File: src/rtl/dig_count_down.sv
// Countdown timer core with an 8-digit multiplexed 7-segment display of the remaining time.
// Define COUNTDOWN_DP_EN to light the decimal point on digit 2 (seconds.hundredths).
module dig_count_down #(
  parameter int TICK_DIV = 1_000_000,
  parameter int SCAN_DIV = 100_000,
  parameter int MAX_TIME = 99_999_999
) (
  input  logic        clk,
  input  logic        rst,
  input  logic        setting_change,
  input  logic [26:0] start_time,
  input  logic        clock_go,
  output logic [26:0] last_time,
  output logic [7:0]  DIG,
  output logic [7:0]  SEG
);

  localparam int TW = (TICK_DIV > 1) ? $clog2(TICK_DIV) : 1;
  localparam int SW = (SCAN_DIV > 1) ? $clog2(SCAN_DIV) : 1;
  localparam logic [TW-1:0] TICK_LAST = TW'(TICK_DIV - 1);
  localparam logic [SW-1:0] SCAN_LAST = SW'(SCAN_DIV - 1);
  localparam logic [26:0]   MAX_T     = 27'(MAX_TIME);

  logic [TW-1:0] tick_cnt;
  logic [SW-1:0] scan_cnt;
  logic [2:0]    scan_idx;
  logic          scan_on;
  logic [31:0]   bcd;
  logic [3:0]    digit;
  logic [6:0]    seg7;
  logic          dp;

  // Load has priority over counting; hold freezes both time and prescaler.
  always_ff @(posedge clk or negedge rst) begin
    if (!rst) begin
      last_time <= '0;
      tick_cnt  <= '0;
    end else if (setting_change) begin
      last_time <= (start_time > MAX_T) ? MAX_T : start_time;
      tick_cnt  <= '0;
    end else if (clock_go) begin
      if (tick_cnt == TICK_LAST) begin
        tick_cnt <= '0;
        if (last_time != '0)
          last_time <= last_time - 27'd1;
      end else begin
        tick_cnt <= tick_cnt + 1'b1;
      end
    end
  end

  // The first scan wrap only turns the display on, so digit 0 is shown first.
  always_ff @(posedge clk or negedge rst) begin
    if (!rst) begin
      scan_cnt <= '0;
      scan_idx <= '0;
      scan_on  <= 1'b0;
    end else if (scan_cnt == SCAN_LAST) begin
      scan_cnt <= '0;
      scan_on  <= 1'b1;
      if (scan_on)
        scan_idx <= scan_idx + 3'd1;
    end else begin
      scan_cnt <= scan_cnt + 1'b1;
    end
  end

  // Combinational double-dabble; MAX_TIME keeps the result within 8 digits.
  always_comb begin
    bcd = '0;
    for (int i = 26; i >= 0; i--) begin
      for (int d = 0; d < 8; d++) begin
        if (bcd[d*4 +: 4] > 4'd4)
          bcd[d*4 +: 4] = bcd[d*4 +: 4] + 4'd3;
      end
      bcd = {bcd[30:0], last_time[i]};
    end
  end

  assign digit = bcd[{scan_idx, 2'b00} +: 4];

  always_comb begin
    seg7 = 7'h7F;
    case (digit)
      4'd0: seg7 = 7'h40;
      4'd1: seg7 = 7'h79;
      4'd2: seg7 = 7'h24;
      4'd3: seg7 = 7'h30;
      4'd4: seg7 = 7'h19;
      4'd5: seg7 = 7'h12;
      4'd6: seg7 = 7'h02;
      4'd7: seg7 = 7'h78;
      4'd8: seg7 = 7'h00;
      4'd9: seg7 = 7'h10;
      default: seg7 = 7'h7F;
    endcase
  end

`ifdef COUNTDOWN_DP_EN
  assign dp = (scan_idx != 3'd2);
`else
  assign dp = 1'b1;
`endif

  assign DIG = scan_on ? ~(8'd1 << scan_idx) : 8'hFF;
  assign SEG = scan_on ? {dp, seg7} : 8'hFF;

endmodule

File: config.mk
export PLATFORM = sky130hd
export DESIGN_NAME = dig_count_down
export DESIGN_NICKNAME = d
export VERILOG_FILES = /design/src/rtl/dig_count_down.sv
export SDC_FILE = /design/constraint.sdc
export NUM_CORES = 1
export LEC_CHECK = 0
export CAP_MARGIN = 20
export CORE_MARGIN = 1.5
export CORE_UTILIZATION = 60
export DETAILED_ROUTE_END_ITERATION = 7
export PLACE_DENSITY_LB_ADDON = 0.15
export SLEW_MARGIN = 20
export SYNTH_ARGS = -nofsm -noshare
export SYNTH_HDL_FRONTEND = slang
export SYNTH_SLANG_ARGS = --single-unit
File: constraint.sdc
create_clock -name clk -period 38.8 [get_ports clk]
set_input_delay 5.82 -clock clk [delete_from_list [all_inputs] [get_ports clk]]
set_output_delay 5.82 -clock clk [all_outputs]
set_load 0.005 [all_outputs]
* Yosys cells after proc, flatten, opt, wreduce, memory -nomap -nowiden
Memory sizes are Yosys's and may differ from the RTL's.
Cells that the tools add are included.
** Operators by class
- Add/sub/neg operators :: 112
- $lt $le $gt $ge :: 109
- Eq/ne operators :: 2
- Shift-type cells :: 2
- Muxes and demuxes :: 119
- Bitwise gates (word level) :: 1
- Reductions and logical operators :: 6
** Operators with widths (count)
- 4-bit two-way mux :: 105
- 4-bit by 3-bit greater-than comparator with 1-bit output, second input constant :: 100
- 4-bit by 2-bit adder with 4-bit output, second input constant :: 98
- 27-bit two-way mux :: 5
- 20-bit two-way mux :: 3
- 32-bit by 6-bit variable part select with 4-bit output :: 1
- 3-bit by 2-bit adder with 4-bit output, second input constant :: 7
- 27-bit greater-than comparator, second input constant :: 1
- 27-bit nonzero test :: 1
- 27-bit by 1-bit subtractor with 27-bit output, second input constant :: 1
- 3-bit greater-than comparator, second input constant :: 8
- 20-bit by 1-bit adder with 20-bit output, second input constant :: 1
- 20-bit equality test, second input constant :: 1
- 17-bit by 1-bit adder with 17-bit output, second input constant :: 1
- 17-bit equality test, second input constant :: 1
- 17-bit two-way mux :: 1
- 3-bit by 2-bit adder with 3-bit output, second input constant :: 3
- 3-bit two-way mux :: 3
- 8-bit two-way mux :: 1
- 8-bit NOT :: 1
- 1-bit by 3-bit << shifter with 8-bit output, first input constant :: 1
- 7-bit two-way mux :: 1
- 2-bit nonzero test :: 3
- 3-bit by 1-bit adder with 3-bit output, second input constant :: 1
- 2 further kinds :: 2
** Storage, ports and cells
- Flip-flop bits (word level) :: 68
- Bits in read-only memories :: 112
- Input bits :: 31
- Output and inout bits :: 43
- Memories :: 1
** Memory list
- (no name shown) :: depth 16, bits a word 7, read ports 1, clocked after memory_dff 0, wr ports 0, line 84 : case (digit)

* Longest topological paths before layout
An unclocked memory read counts as a cell.
- Word-level depth :: 51
- Gate-level depth with buffers :: 96
- Depth with buffers taken out :: 88

* Worst setup path after synthesis
OpenSTA, ideal clock, no wires.
- Path type :: flip-flop to output port
- From :: register last_time[24]
- To :: output SEG[0]
- Arrival :: 17.128 ns
- Slack :: 15.852 ns
- Stages on the path, launching flop included :: 92
- Path through :: dfrtp_1 > buf_2 > inv_1 > ha_1 > inv_1 > ha_1 > buf_6 > xor2_4 > o221a_2 > a21oi_4 > mux2i_1 > and2_1 > buf_2 > nor2_1 > o2111a_1 > or4_4 > buf_6 > nand2_1 > [56 not listed] > ha_1 > inv_1 > nand3_1 > o211ai_1 > inv_1 > ha_1 > nand2b_1 > mux2_2 > ha_1 > nor4_1 > nor3b_2 > mux2_2 > a21oi_1 > o211a_1 > or3_1 > clkbuf_1 > a31o_1 > o21ai_1
** Between the ends
- Longest elaborated chain between the ends :: 51
- Elaborated cells on any way between the ends :: 327
- Those cells by class :: add/sub (108); order compare (108); shift (1); mux (109); memory (1)
** RTL lines
- from (decl) :: line 13 : output logic [26:0] last_time,
- from (signal assigned) :: line 39 : last_time <= (start_time > MAX_T) ? MAX_T : start_time;
- from (signal assigned) :: line 45 : last_time <= last_time - 27'd1;
- 3-bit by 2-bit adder with 4-bit output / 3-bit greater-than comparator (equally long branches) :: line 74, 73
- 4-bit two-way mux (*) :: line 73 : if (bcd[d*4 +: 4] > 4'd4)
- 4-bit by 2-bit adder with 4-bit output / 4-bit by 3-bit greater-than comparator with 1-bit output (equally long branches) :: line 74, 73
- 4-bit two-way mux :: line 73
- 4-bit by 2-bit adder with 4-bit output / 4-bit by 3-bit greater-than comparator with 1-bit output (equally long branches) :: line 74, 73
- 4-bit two-way mux :: line 73
- 4-bit by 2-bit adder with 4-bit output, or another cell as far along :: line 74 : bcd[d*4 +: 4] = bcd[d*4 +: 4] + 4'd3;
- 4-bit two-way mux :: line 73
- [35 not listed]
- 4-bit two-way mux / 3-bit two-way mux (equally long branches) :: line 73
- 4-bit by 2-bit adder with 4-bit output, or another cell as far along :: line 74
- 4-bit two-way mux / 3-bit two-way mux (equally long branches) :: line 73
- 4-bit by 2-bit adder with 4-bit output, or another cell as far along :: line 74
- 4-bit two-way mux / 3-bit two-way mux (equally long branches) :: line 73
- 32-bit by 6-bit variable part select with 4-bit output (*) :: line 80 : assign digit = bcd[{scan_idx, 2'b00} +: 4];
- memory read 16 x 7 bit (*)
- 7-bit two-way mux (*) :: line 106 : assign SEG = scan_on ? {dp, seg7} : 8'hFF;
- to (decl) :: line 15 : output logic [7:0] SEG
Mark *: on every way between the ends. The rest lies on a longest branch, timed or not.

* Final worst setup path
- From :: register last_time[24]
- To :: output SEG[3]
Same word-level chain as after synthesis.

==> reports/results.txt <==
Unrepaired setup endpoints after global routing = false
Worst-Margin Slew = 1.120 ns
CTS tree = done
Growth of design area from synthesis to finish = 4.457%
Slowest stage delay, CP = 0.81 ns
Final Instance Area = 0.01997 mm^2
Clock Tree Buf Depth = 2
Initial core utilization = 60.74%
Most used routing layer = met2
Die area = 0.03294 mm^2
Slew headroom = 23.38%
Final net count = 2810
Post-CTS setup repair buffer count = 0
Warnings from Yosys = 0
Gpl congestion = 1.000
DRC viols = 0
Skew final = 0.006811 ns
Total gr overflow = 0
PortBufs = 72
Pin count of the biggest net entering global routing = 69
Distinct cells, synth = 134
Placed Instance Area = 0.01966 mm^2
Hold Path Class = reg2reg
Fin crit period = 27.35 ns
Fin Setup TNS = 0 ns
Depth of the CTS H-tree = 3
Seq/Total Area, Yosys = 8.902%
Sink Count = 68
Setup CP Type = reg2out
Drt pass-1 iters = 7
CP startpoint kind = register
# rows = 65
Root buf cell = clkbuf_16
Met3 GRT Util = 3.289%
Vias in the first global route = 19920
Top_reg_cell synth = dfrtp_1
CTS buffer count = 9
Initial DRC Count = 2191
Gr usage total = 32.60%
Cts repair resizes = 0
Final Hold Slack = 0.4928 ns
Initial antenna violation count = 0
Max Cap Viol = 0
Fmax = 0.03657 GHz
Final instance count without filler cells = 3097
Post-Synthesis Cells = 2746
CP max-delay cell = mux2i_1
Post-DP HPWL = 41990 um
Syn Area/Cell = 6.961 um^2
Fin crit share = 70.48%
Met1 usage = 44.03%
Placed insts = 3081
Fillcell total = 2862
CTS hold repair buffers = 0
Worst skew pair latency = 0.35 ns
Fraction of layout cells with a size suffix above 1 = 7.978%
Ys async rst share = 100.0%
DR vias = 22070
Routed vias/inst = 7.127
Met2 Usage GRT = 55.63%
Ant. Diodes = 0
Outcome = complete, no violations
Most frequent CP cell = ha_1
Routed WL = 56020 um
Post-synth EDFFs = 0
WP data arrival = 21.53 ns
Wire per inst = 18.09 um
Hold Vio Cnt, Final = 0
Mapped Area = 0.01912 mm^2
Synthesized flop and latch total = 68
Die W = 181.5 um
Crit end category = output port
Max FO, Critical Path = 20
Worst Path Buf+Inv = 13
Global-route wire length before repair = 94410 um
Critical Path RT = 32.98 ns
Worst-path clk slew = 0.06 ns
Syn Nets = 2866
Setup-failing EPs final = 0
Final Max Slew Viols = 0
# IOs = 74
Antenna Nets Post-Route = 0
Crit path max-delay family = compound AO/OA/AOI/OAI gates
Chip Height = 181.5 um
Core ar. = 0.03147 mm^2
## through the flow
stage | util, % | setup WS [ns]
after floorplan | - | 15.85
after global placement | 62.48 | 12.68
after detailed placement | 62.48 | 12.18
after CTS | 63.43 | 11.70
after global routing | 63.44 | 9.266
final | 63.44 | 11.45
## layout make-up
| type | count | area [um^2] | share of cell area, % |
|---|---|---|---|
| Multi-Input combinational cell | 2440 | 16350 | 81.86 |
| Sequential cell | 68 | 1702 | 8.522 |
| Timing Repair Buffer | 81 | 778.2 | 3.897 |
| Tap cell | 402 | 503.0 | 2.519 |
| Inverter | 90 | 337.8 | 1.692 |
| Clock buffer | 10 | 229.0 | 1.147 |
| Clock inverter | 6 | 72.57 | 0.3634 |
## registers in the layout (all words and copies together) (netlist names)
register,cells
scan_on,1
last_time,27
scan_idx,3
tick_cnt,20
scan_cnt,17
## synthesized netlist by cell type, types with 38 or more instances
cell      number  share of area [%]
a211oi_1      54                2.1
a21o_1        40                1.6
a21oi_1      198                5.2
a31oi_1       58                1.9
buf_2         45                1.2
clkbuf_1      76                1.5
dfrtp_1       68                8.9
ha_1          89                5.8
inv_1         82                1.6
mux2_2        40                2.4
mux2i_1       56                2.9
nand2_1      215                4.2
nand3_1      129                3.4
nand4_1       38                1.2
nor2_1       302                5.9
nor3_1       111                2.9
o21ai_0      148                3.9
o21ai_1       49                1.3
o22ai_1       43                1.4
xnor2_1       50                2.3
## layer usage
layer	routed length [um]	share of wire (%)
met1	24810	44
met2	26440	47
met5	0	0
met4	1062	1.9
met3	3712	6.6
## placed cells by master (no fill, tap or decap), types with 18 or more instances in the layout
master | netlist | final
o21ai_1 | 49 | 49
o31ai_1 | 26 | 26
mux2i_1 | 56 | 56
and3_1 | 32 | 32
o221ai_1 | 22 | 22
nand2b_1 | 20 | 20
mux2_2 | 40 | 40
o22ai_1 | 43 | 43
nand3_1 | 129 | 129
and2_1 | 36 | 36
o211ai_1 | 34 | 34
xor2_1 | 24 | 24
o21a_1 | 25 | 25
nor4_1 | 34 | 34
nor3_1 | 111 | 111
a21oi_1 | 198 | 198
inv_1 | 82 | 82
o21ai_0 | 148 | 148
a32oi_1 | 20 | 20
a211oi_1 | 54 | 54
xnor2_1 | 50 | 50
ha_1 | 89 | 89
o211a_1 | 18 | 18
or2_2 | 18 | 18
nand4_1 | 38 | 38
nor2_1 | 302 | 302
dfrtp_1 | 68 | 68
a211o_1 | 21 | 21
a21o_1 | 40 | 40
nand2_1 | 215 | 214
a22oi_1 | 28 | 28
a31oi_1 | 58 | 58
clkdlybuf4s50_1 | 0 | 70
or3_1 | 29 | 29
## cells by family after synthesis
logic type	count (synthesis)	share of synthesized area [%]
buffers and inverters	238	5.603
multiplexers	100	5.609
flip-flops	68	8.902
AND/OR/NAND/NOR	1067	27.76
other	1	0.01962
adder cells (fa/ha/maj)	93	6.054
AO/OA/AOI/OAI	1103	42.43
XOR/XNOR	76	3.620
## path summary, 6_finish.rpt
check                              startpoint            end  slack (ns)  cells past startpoint
worst min-delay path              scan_cnt[4]    scan_cnt[4]        0.49                      1
worst min register to register    scan_cnt[4]    scan_cnt[4]        0.49                      1
worst max-delay path            last_time[24]         SEG[3]       11.45                     87
max in group asynchronous                 rst  last_time[15]       32.56                      2
worst max register to register   last_time[4]   last_time[0]       35.32                     13
min in group asynchronous                 rst    tick_cnt[0]        5.66                      2
Power is left out: the tool's default activity adds up to more than one toggle a clock period on the data nets, which glitch-free logic cannot reach.
